[src/rtl/layer7_ctrl_pkg.sv]
// Shared types and constants for the layer-7 fully-connected sequencer.
package layer7_ctrl_pkg;

  localparam int DATA_W  = 16;
  localparam int TAG_N_W = 16;

  typedef enum logic [1:0] {
    IDLE,
    RUN,
    DRAIN
  } state_t;

  typedef struct packed {
    logic               valid;
    logic               first;
    logic               last;
    logic [TAG_N_W-1:0] n;
  } pipe_tag_t;

endpackage

[src/rtl/layer7_ctrl_tagpipe.sv]
// Two-deep shift register carrying the issue tag alongside the SRAM read latency.
module layer7_ctrl_tagpipe
  import layer7_ctrl_pkg::*;
#(
  parameter int W = $bits(pipe_tag_t)
) (
  input  logic         clk,
  input  logic         rst,
  input  logic [W-1:0] tag_p0,
  output logic [W-1:0] tag_p1,
  output logic [W-1:0] tag_p2
);

  always_ff @(posedge clk or posedge rst) begin
    if (rst) begin
      tag_p1 <= '0;
      tag_p2 <= '0;
    end else begin
      tag_p1 <= tag_p0;
      tag_p2 <= tag_p1;
    end
  end

endmodule

[src/rtl/layer7_controller.sv]
// Sequencer for the layer-7 fully-connected datapath: issues input/weight/bias
// reads per neuron and chunk, drives accumulate control, writes biased results.
module layer7_controller
  import layer7_ctrl_pkg::*;
#(
  parameter int IN_CHUNKS   = 8,
  parameter int OUT_NEURONS = 10,
  parameter int IN_AW = (IN_CHUNKS > 1) ? $clog2(IN_CHUNKS) : 1,
  parameter int W_AW  = (IN_CHUNKS * OUT_NEURONS > 1) ? $clog2(IN_CHUNKS * OUT_NEURONS) : 1,
  parameter int O_AW  = (OUT_NEURONS > 1) ? $clog2(OUT_NEURONS) : 1
) (
  input  logic              clk,
  input  logic              rst,
  input  logic              start,
  output logic              busy,
  output logic              done,
  output logic              in_rd_en,
  output logic [IN_AW-1:0]  in_rd_addr,
  output logic              w_rd_en,
  output logic [W_AW-1:0]   w_rd_addr,
  output logic              bias_rd_en,
  output logic [O_AW-1:0]   bias_rd_addr,
  output logic              systolic_adder_control,
  input  logic [DATA_W-1:0] result_data,
  output logic              out_wr_en,
  output logic [O_AW-1:0]   out_wr_addr,
  output logic [DATA_W-1:0] out_wr_data
);

  state_t           state_q, state_d;
  logic [IN_AW-1:0] k_q;
  logic [O_AW-1:0]  n_q;
  logic [W_AW-1:0]  w_q;
  logic             issue, k_last, n_last;
  pipe_tag_t        tag_p0, tag_p1, tag_p2;
  logic             wr_p2, done_p2;
  logic             unused_tag;

  assign k_last = (k_q == IN_AW'(IN_CHUNKS - 1));
  assign n_last = (n_q == O_AW'(OUT_NEURONS - 1));

  always_ff @(posedge clk or posedge rst) begin
    if (rst) state_q <= IDLE;
    else     state_q <= state_d;
  end

  always_comb begin
    state_d = state_q;
    issue   = 1'b0;
    busy    = 1'b0;
    case (state_q)
      IDLE: begin
        if (start) state_d = RUN;
      end
      RUN: begin
        issue = 1'b1;
        busy  = 1'b1;
        if (k_last && n_last) state_d = DRAIN;
      end
      DRAIN: begin
        busy = 1'b1;
        if (done) state_d = IDLE;
      end
      default: state_d = IDLE;
    endcase
  end

  // Issue counters: chunk k, neuron n and the flat weight address advance together.
  always_ff @(posedge clk or posedge rst) begin
    if (rst) begin
      k_q <= '0;
      n_q <= '0;
      w_q <= '0;
    end else if (issue) begin
      if (k_last) begin
        k_q <= '0;
        n_q <= n_last ? '0 : n_q + 1'b1;
      end else begin
        k_q <= k_q + 1'b1;
      end
      w_q <= (k_last && n_last) ? '0 : w_q + 1'b1;
    end
  end

  assign in_rd_en   = issue;
  assign in_rd_addr = k_q;
  assign w_rd_en    = issue;
  assign w_rd_addr  = w_q;

  // Stage p0 -> p1 -> p2: tag follows the read data through the SRAM latency.
  assign tag_p0.valid = issue;
  assign tag_p0.first = (k_q == '0);
  assign tag_p0.last  = k_last;
  assign tag_p0.n     = TAG_N_W'(n_q);

  layer7_ctrl_tagpipe #(
    .W($bits(pipe_tag_t))
  ) u_tagpipe (
    .clk   (clk),
    .rst   (rst),
    .tag_p0(tag_p0),
    .tag_p1(tag_p1),
    .tag_p2(tag_p2)
  );

  // Stage p1: operands at the datapath; first chunk loads, the rest accumulate.
  assign systolic_adder_control = tag_p1.valid & ~tag_p1.first;
  assign bias_rd_en             = tag_p1.valid & tag_p1.last;
  assign bias_rd_addr           = O_AW'(tag_p1.n);

  // Stage p2: biased result is combinationally valid; capture it for the write.
  assign wr_p2   = tag_p2.valid & tag_p2.last;
  assign done_p2 = wr_p2 & (tag_p2.n == TAG_N_W'(OUT_NEURONS - 1));

  always_ff @(posedge clk or posedge rst) begin
    if (rst) begin
      out_wr_en   <= 1'b0;
      done        <= 1'b0;
      out_wr_addr <= '0;
      out_wr_data <= '0;
    end else begin
      out_wr_en <= wr_p2;
      done      <= done_p2;
      if (wr_p2) begin
        out_wr_addr <= O_AW'(tag_p2.n);
        out_wr_data <= result_data;
      end
    end
  end

  assign unused_tag = tag_p2.first;

endmodule
[config.mk]
export PLATFORM = sky130hd
export DESIGN_NAME = layer7_controller
export DESIGN_NICKNAME = d
export VERILOG_FILES = /design/src/rtl/layer7_ctrl_pkg.sv /design/src/rtl/layer7_ctrl_tagpipe.sv /design/src/rtl/layer7_controller.sv
export SDC_FILE = /design/constraint.sdc
export NUM_CORES = 1
export LEC_CHECK = 0
export ABC_AREA = 1
export CORE_UTILIZATION = 47
export DETAILED_ROUTE_END_ITERATION = 8
export PLACE_DENSITY_LB_ADDON = 0.2
export SKIP_LAST_GASP = 1
export SYNTH_ARGS = -nofsm -noshare
export SYNTH_HDL_FRONTEND = slang
export SYNTH_SLANG_ARGS = --single-unit
export TNS_END_PERCENT = 10
[constraint.sdc]
create_clock -name clk -period 1.5 [get_ports clk]
set_input_delay 0.15 -clock clk [delete_from_list [all_inputs] [get_ports clk]]
set_output_delay 0.15 -clock clk [all_outputs]
set_load 0.05 [all_outputs]
[Yosys cells after proc, flatten, opt, wreduce, memory -nomap -nowiden]
Cells that the tools add are included.
Storage, ports and cells
  logic and storage cells: 41
  output and inout bits: 41
  flip-flop bits (word level): 52
  input port bits: 19
Cells by class
  add/sub/neg operators: 3
  bitwise logic cells: 5
  reduce and logical (&&, ||, !) cells: 6
  eq/ne operators: 8
  mux-type cells: 9
Operators with widths (count)
  4-bit == test (second input constant): 2
  7-bit by 1-bit adder with 7-bit output (second input constant): 1
  7-bit two-way mux: 1
  2-bit two-way mux: 3
  2-bit != test (second input constant): 3
  2-bit one-hot mux with 3 select lines: 1
  4-bit by 1-bit adder with 4-bit output (second input constant): 1
  1-bit bitwise AND: 4
  4-bit two-way mux: 1
  3-bit by 1-bit adder with 3-bit output (second input constant): 1
  3-bit == test (second input constant): 1
  3-bit zero test: 1
  3-bit two-way mux: 1
  3-bit AND reduction: 1
  2-bit by 1-bit == test with 1-bit output (second input constant): 1
  2-bit == test (second input constant): 1
  2-bit zero test: 1
  1-bit two-way mux: 2
  2-bit AND reduction: 1
  2-bit OR reduction: 1
  1-bit logical AND: 1
  1-bit NOT: 1

[Depth between registers and ports, before layout]
Gate-level depths: netlist (run 1).
  word-level depth: 4
  depth in mapped cells: 10
  gate-level depth less buffers: 9

[Hierarchy]
A second synthesis (run 1) with hierarchy kept.
Second synthesis, totals
  cells, all modules: 247
  area, all modules: 2721.4 um^2
Modules (own cells, without submodules)
  layer7_controller: instances 1, area each 1766.7 um^2, cells each 208, seq. area each 950.9 um^2
  layer7_ctrl_tagpipe: instances 1, area each 954.7 um^2, cells each 39, seq. area each 950.9 um^2

[Least setup slack after synthesis (run 1)]
No wires, ideal clock.
  path kind: reg-to-reg
  start point: reg state_q[1]
  end point: reg w_q[4] (netlist: w_rd_addr[4])
  arrival: 1620 ps
  cell stages (with the launch flop): 11
  clock period less this slack: 1739 ps
  library setup time: 119 ps
  path buffers: 1
  data required time: 1381 ps
  path slack: -239 ps
  path through: dfrtp_1 inv_1 ha_1 buf_6 nand2_2 nor2_4 inv_2 nor2_2 nand2_1 nand2_1 nor2_1
Between the ends
  cells in the longest elaborated chain, start to end: 2
Ends and longest elaborated chain
  start: declaration: RTL line layer7_controller.sv:30  | state_t state_q, state_d;
  start signal: assignment: RTL line layer7_controller.sv:44  | else state_q <= state_d;
  2-bit by 1-bit == test with 1-bit output: RTL line layer7_controller.sv:51  | case (state_q)
  1-bit two-way mux: RTL line layer7_controller.sv:51
  named net in_rd_en: RTL line layer7_controller.sv:17  | output logic in_rd_en,
  end signal: assignment: RTL line layer7_controller.sv:81  | w_q <= (k_last && n_last) ? '0 : w_q + 1'b1;
  end: declaration: RTL line layer7_controller.sv:33  | logic [W_AW-1:0] w_q;
The timed path passes the listed nets, and every way through them passes these cells.
A chain may end at the register's enable or synchronous reset.

[Final worst setup path (run 1)]
  start point: reg state_q[0]
  end point: out busy
Between the ends
  cells in the longest elaborated chain, start to end: 3
  elaborated cells on any way between the ends: 4
  classes of those cells: eq/ne (2); mux (1); reduce/logical (1)
Ends and longest elaborated chain
  2-bit == test or 2-bit by 1-bit == test with 1-bit output (tied branches): RTL line layer7_controller.sv:51
  2-bit OR reduction (no source line) *
  1-bit two-way mux *: RTL line layer7_controller.sv:51
  end: declaration: RTL line layer7_controller.sv:15  | output logic busy,
Mark *: on every way between the ends. The rest lies on a longest branch, timed or not.

==> results.json, run 1 <==
{
  "synth_area_um2": 2100,
  "dp.cells": 330,
  "fin_crit_ns": 1.44,
  "syn-instance-count": 226,
  "yosysSeqAreaShare": 0.608,
  "fin_area_um2": 2850,
  "path_class": "flop to primary output",
  "layout.nets": 316,
  "cts-htree-levels": 2,
  "io-pin-count": 60,
  "place_hpwl_um": 2830,
  "post_drt_wl_per_cell_um": 11.4,
  "relSlewSlack": 0.813,
  "start_util": 0.507,
  "grt_use_met3": 0.0592,
  "grt_pass1_wl_um": 6280,
  "vias": 1578,
  "finalCritPeriodShare": 0.958,
  "power.density_nw_per_um2": 2260,
  "avgSynthCellArea_um2": 9.30,
  "tritoncts": "yes",
  "antenna_cells": 0,
  "status": "finished, final reports clean",
  "worst_pin_slew_ns": 0.277,
  "irDropWorstVdd_mv": 1.28,
  "crit_path_top_delay_cell": "dfrtp_2",
  "worst_ep_required_time_ns": 1.35,
  "ys_types": 25,
  "rsz0062_at_grt": "true",
  "grt_use_met2": 0.313,
  "placed_area_um2": 2710,
  "gp_congestion": 0.780,
  "finalSetupViolCount": 0,
  "max-cap-violations": 0,
  "clkLatencyLatePin_ns": 0.30,
  "die_w_um": 68.9,
  "critPathCaptureType": "primary output",
  "crit_path_start_kind": "flop",
  "grtUsageTotal": 0.187,
  "drv_slew": 0,
  "critPathMaxFanout": 4,
  "final_cells": 340,
  "min_path_type": "primary input to asynchronous set/reset pin",
  "cts_buffer_depth": 2,
  "drtIter0Drc": 98,
  "p_switching_mw": 3.03,
  "clock-root-buffer": "clkbuf_8",
  "grt_pass1_vias": 1438,
  "p_clk_frac": 0.127,
  "drt_first_pass_iters": 4,
  "drive_gt1_frac": 0.252,
  "drc": 0,
  "path_clk_slew_ns": 0.09,
  "path_cells": "inv_1 -> ha_1 -> buf_12",
  "numCtsBuffers": 5,
  "skew_ns": 0.00918,
  "hold_viol": 0,
  "timing.fmax_mhz": 696,
  "critical_path_arrival_ns": 1.29,
  "numClockSinks": 51,
  "antenna_found_initial": 0,
  "grt_max_degree": 52,
  "netSwitchingFraction": 0.470,
  "critPathMaxStageDelay_ns": 0.42,
  "wl_um": 3870,
  "grt-busiest-layer": "met2",
  "ys_ff_latch": 51,
  "die_h_um": 68.9,
  "pwr-share-seq": 0.336,
  "leakagePower_nw": 1.50,
  "synth_fp_nets": 253,
  "syn2layout_area_growth_pct": 35.4,
  "core_area_um2": 4140,
  "via_per_inst": 4.64,
  "rows": 23,
  "die_area_um2": 4740,
  "ant_nets": 0,
  "synth_warnings": 0,
  "power.internal_mw": 3.41,
  "met1_usage": 0.223,
  "power_frac_comb": 0.538,
  "io_buffers": 59,
  "grt_overflow": 0
}
==> cell usage in the layout (no fill, tap or decap), types with 6 or more instances in the layout <==
master	Yosys	layout
nand2_1	86	85
dfrtp_1	51	48
buf_4	6	41
inv_1	24	22
clkdlybuf4s50_1	0	18
nor2_1	16	16
nand3_1	7	7
buf_12	0	7
ha_1	8	6
clkbuf_8	0	6
==> timing repair <==
item	4_1_cts	5_1_grt
hold buffers	0	0
endpoints found under the hold margin	0	0
gates resized for setup	0	6
buffers inserted	1	1
endpoints found under the setup margin	2	10
==> Yosys cell counts (all sizes together) <==
| cell type | number | area (µm²) |
|---|---|---|
| a21boi | 1 | 7.51 |
| a21oi | 2 | 10.0 |
| a31oi | 1 | 6.26 |
| buf | 9 | 66.3 |
| clkbuf | 1 | 3.75 |
| dfrtp | 51 | 1280 |
| ha | 8 | 100 |
| inv | 26 | 97.6 |
| nand2 | 88 | 335 |
| nand3 | 8 | 45.0 |
| nand4 | 3 | 18.8 |
| nor2 | 18 | 77.6 |
| nor3 | 1 | 5.00 |
| nor4 | 1 | 6.26 |
| o21ai | 6 | 30.0 |
| o22ai | 1 | 6.26 |
| or2 | 1 | 8.76 |
==> power groups by stage <==
stage               logic (mW)  clock network (mW)  registers, mW
global placement          3.37                   0           2.16
detailed placement        3.40                   0           2.18
global route              3.74               0.904           2.23
finish                    3.46               0.815           2.16
CTS                       3.46               0.844           2.16
floorplan                 1.24                   0           3.26
==> path summary, 6_finish.rpt <==
check / from / endpoint / slack [ns] / depth (start not counted)
worst min-delay path: rst / out_wr_data[14] / 0.19 / 3
min in group clk: result_data[2] / out_wr_data[2] / 0.37 / 3
max in group asynchronous: rst / in_rd_addr[1] / 1.06 / 3
worst max register to register: in_rd_addr[0] / state_q[1] / 0.11 / 6
worst min register to register: u_tagpipe.tag_p1[16] / u_tagpipe.tag_p2[16] / 0.38 / 0
worst max-delay path: state_q[0] / busy / 0.06 / 3
==> metrics by stage <==
step                TNS (ns)  hold slack (ns)  power [mW]  worst slack, ns   util
floorplan                  0            0.260        4.50          0.00977      -
global placement           0            0.359        5.53           0.0666  0.654
detailed placement         0            0.363        5.59          0.00209  0.654
CTS                        0            0.199        6.46         0.000987  0.682
global route        -0.00823            0.222        6.87         -0.00823  0.687
finish                     0            0.188        6.43           0.0636  0.687
==> registers in the layout (all words and copies together) (netlist names) <==
| signal | count |
|---|---|
| in_rd_addr | 3 |
| done | 1 |
| out_wr_en | 1 |
| out_wr_data | 16 |
| state_q | 2 |
| w_rd_addr | 7 |
| out_wr_addr | 4 |
| n_q | 4 |
| u_tagpipe.tag_p1 | 7 |
| u_tagpipe.tag_p2 | 6 |
==> cell families (layout without fill, tap and decap cells) <==
kind of cell	Yosys count	in the layout	synth area share
buffers and inverters	36	100	0.0798
DFF	51	51	0.608
and+or+nand+nor	120	120	0.236
AOI/OAI and AO/OA	11	11	0.0286
adders and majority gates	8	8	0.0476
==> layer usage <==
metal	wire length (µm)	vias up
li1	-	817
met1	1700	711
met2	1870	42
met3	241	8
met4	63	0
met5	0	-
==> worst max-delay path, delay by kind of cell, from the launching register on <==
family | cells | cell delay (ns)
DFF | 1 | 0.42
buffers and inverters | 2 | 0.24
adders and majority gates | 1 | 0.33
==> layout make-up <==
class | instances | area (µm²)
multi-input cells | 139 | 678
inverters | 26 | 97.6
well taps | 50 | 62.6
clock inverters | 2 | 16.3
repair buffers | 66 | 628
fillers | 323 | 1300
flip-flops and latches | 51 | 1280
clock buffers | 6 | 82.6
Power figures use the tool's default switching activity.
==> run 2: changes to the inputs <==
--- a/config.mk
+++ b/config.mk
@@ -6,7 +6,8 @@
 export NUM_CORES = 1
 export LEC_CHECK = 0
 export ABC_AREA = 1
-export CORE_UTILIZATION = 47
+export CORE_UTILIZATION = 49
+export CTS_BUF_LIST = sky130_fd_sc_hd__clkbuf_4
 export DETAILED_ROUTE_END_ITERATION = 8
 export PLACE_DENSITY_LB_ADDON = 0.2
 export SKIP_LAST_GASP = 1
==> results.json, run 2 (synthesis results as in run 1) <==
{
  "relSlewSlack": 0.793,
  "multi_input_area_um2": 692,
  "max-cap-violations": 0,
  "crit_path_start_kind": "flop",
  "path_depth": 3,
  "critPathBufInv": 2,
  "via_per_inst": 4.75,
  "leakagePower_nw": 1.51,
  "crit_path_top_delay_cell": "dfrtp_1",
  "drc": 0,
  "critical_path.endpoint": "busy",
  "largest_reg_flops": 16,
  "grt_overflow": 0,
  "path_class": "flop to primary output",
  "grt_pass1_wl_um": 6500,
  "skew_ns": 0.0131,
  "grt_max_degree": 52,
  "whs_ns": 0.112,
  "rr_startpoint": "state_q[1]",
  "critical_path_arrival_ns": 1.30,
  "path_cells": "inv_2 -> ha_4 -> buf_12",
  "timing.fmax_mhz": 689,
  "numClockSinks": 51,
  "worst_ep_required_time_ns": 1.35,
  "io_buffers": 59,
  "critPathMaxStageDelay_ns": 0.45,
  "clock-root-buffer": "clkbuf_4",
  "final_cells": 342,
  "rr_endpoint": "state_q[1]",
  "vias": 1624,
  "drv_slew": 0,
  "layout_common_cells": "nand2_1, dfrtp_1, buf_4",
  "fillerInstances": 325,
  "core_area_um2": 4060,
  "post_drt_wl_per_cell_um": 11.8,
  "layout.nets": 318,
  "drtIter0Drc": 102,
  "cts_buffer_depth": 2,
  "drt_first_pass_iters": 4,
  "top_register": "out_wr_data",
  "critPathLaunch": "state_q[0]",
  "die_w_um": 67.5,
  "path_clk_slew_ns": 0.16,
  "clkLatencyLatePin_ns": 0.37,
  "final_common_cell": "nand2_1",
  "die_area_um2": 4550,
  "gp_congestion": 0.797,
  "tritoncts": "yes",
  "finalCritPeriodShare": 0.968,
  "drive_gt1_frac": 0.257,
  "rsz0062_at_grt": "true",
  "regArea_um2": 1280,
  "finalSetupViolCount": 0,
  "critPathMaxFanout": 3,
  "die_h_um": 67.5,
  "grt_pass1_vias": 1457,
  "place_hpwl_um": 2820,
  "r2r_slack_ns": 0.08,
  "path_delay_family": "flip-flops",
  "antenna_cells": 0,
  "worst_pin_slew_ns": 0.310,
  "rows": 23,
  "start_util": 0.518,
  "io-pin-count": 60,
  "rr_worst_depth": 7,
  "antenna_found_initial": 0,
  "power.density_nw_per_um2": 2240,
  "ctsHoldBuffers": 0,
  "irDropWorstVdd_mv": 1.32,
  "wl_um": 4040,
  "numCtsBuffers": 5,
  "min_path_type": "primary input to asynchronous set/reset pin",
  "dp.cells": 329,
  "hold_viol": 0,
  "status": "finished, final reports clean",
  "fin_crit_ns": 1.45,
  "grtUsageTotal": 0.195,
  "critPathCaptureType": "primary output",
  "cts-htree-levels": 2,
  "ant_nets": 0,
  "syn2layout_area_growth_pct": 34.8
}
## run 2: cell count changes in the layout (fill, tap and decap cells not counted), moves of 2 or more
| cell | previous run | this run |
|---|---|---|
| clkbuf_8 | 6 | 0 |
| inv_6 | 0 | 2 |
| clkbuf_4 | 0 | 5 |
| buf_6 | 0 | 2 |
## run 2: routing by layer
metal / vias up / track usage / share of wire / wire length (µm)
li1: 822 / - / - / -
met1: 751 / 0.235 / 0.44 / 1780
met2: 44 / 0.330 / 0.49 / 1990
met3: 7 / 0.0490 / 0.053 / 215
met4: 0 / 0.0771 / 0.013 / 54
met5: - / 0 / 0 / 0
## run 2: per-stage QoR
stage / power, mW / cell area (µm²) / worst slack (ns) / TNS, ns / utilization
floorplan: 4.50 / 2120 / 0.00977 / 0 / -
global placement: 5.52 / 2700 / 0.0578 / 0 / 0.666
detailed placement: 5.58 / 2700 / 0.0375 / 0 / 0.666
CTS: 6.29 / 2790 / -0.0435 / -0.0913 / 0.688
global route: 6.72 / 2830 / -0.0174 / -0.0533 / 0.698
finish: 6.36 / 2830 / 0.0476 / 0 / 0.698
## run 2: power breakdown
group / internal (mW) / switching (mW)
sequential: 1.84 / 0.311
combinational: 1.24 / 2.31
clock: 0.199 / 0.462
## run 2: how the worst min path moves through the flow
stage,endpoint,depth (start not counted),slack [ns],startpoint
finish,w_rd_addr[4],3,0.11,rst
global route,out_wr_data[13],3,0.12,rst
CTS,out_wr_data[13],3,0.12,rst
detailed placement,u_tagpipe.tag_p2[3],0,0.36,u_tagpipe.tag_p1[3]
global placement,u_tagpipe.tag_p2[3],0,0.36,u_tagpipe.tag_p1[3]
floorplan,out_wr_data[0],2,0.26,result_data[0]
## run 2: layout make-up
cell class | instances | area share
Inverter | 26 | 0.0345
Timing Repair Buffer | 68 | 0.225
Sequential cell | 51 | 0.451
Multi-Input combinational cell | 139 | 0.244
Clock inverter | 3 | 0.00928
Clock buffer | 5 | 0.0133
Tap cell | 50 | 0.0221
## run 2: worst min-delay path, delay by kind of cell
family,cells,cell delay (ns)
buf+inv,3,0.74
## run 2: what timing repair did
action / in CTS / in global routing
gates resized for setup: 1 / 7
endpoints found under the setup margin: 3 / 15
pin swaps: 0 / 1
buffers inserted: 2 / 3
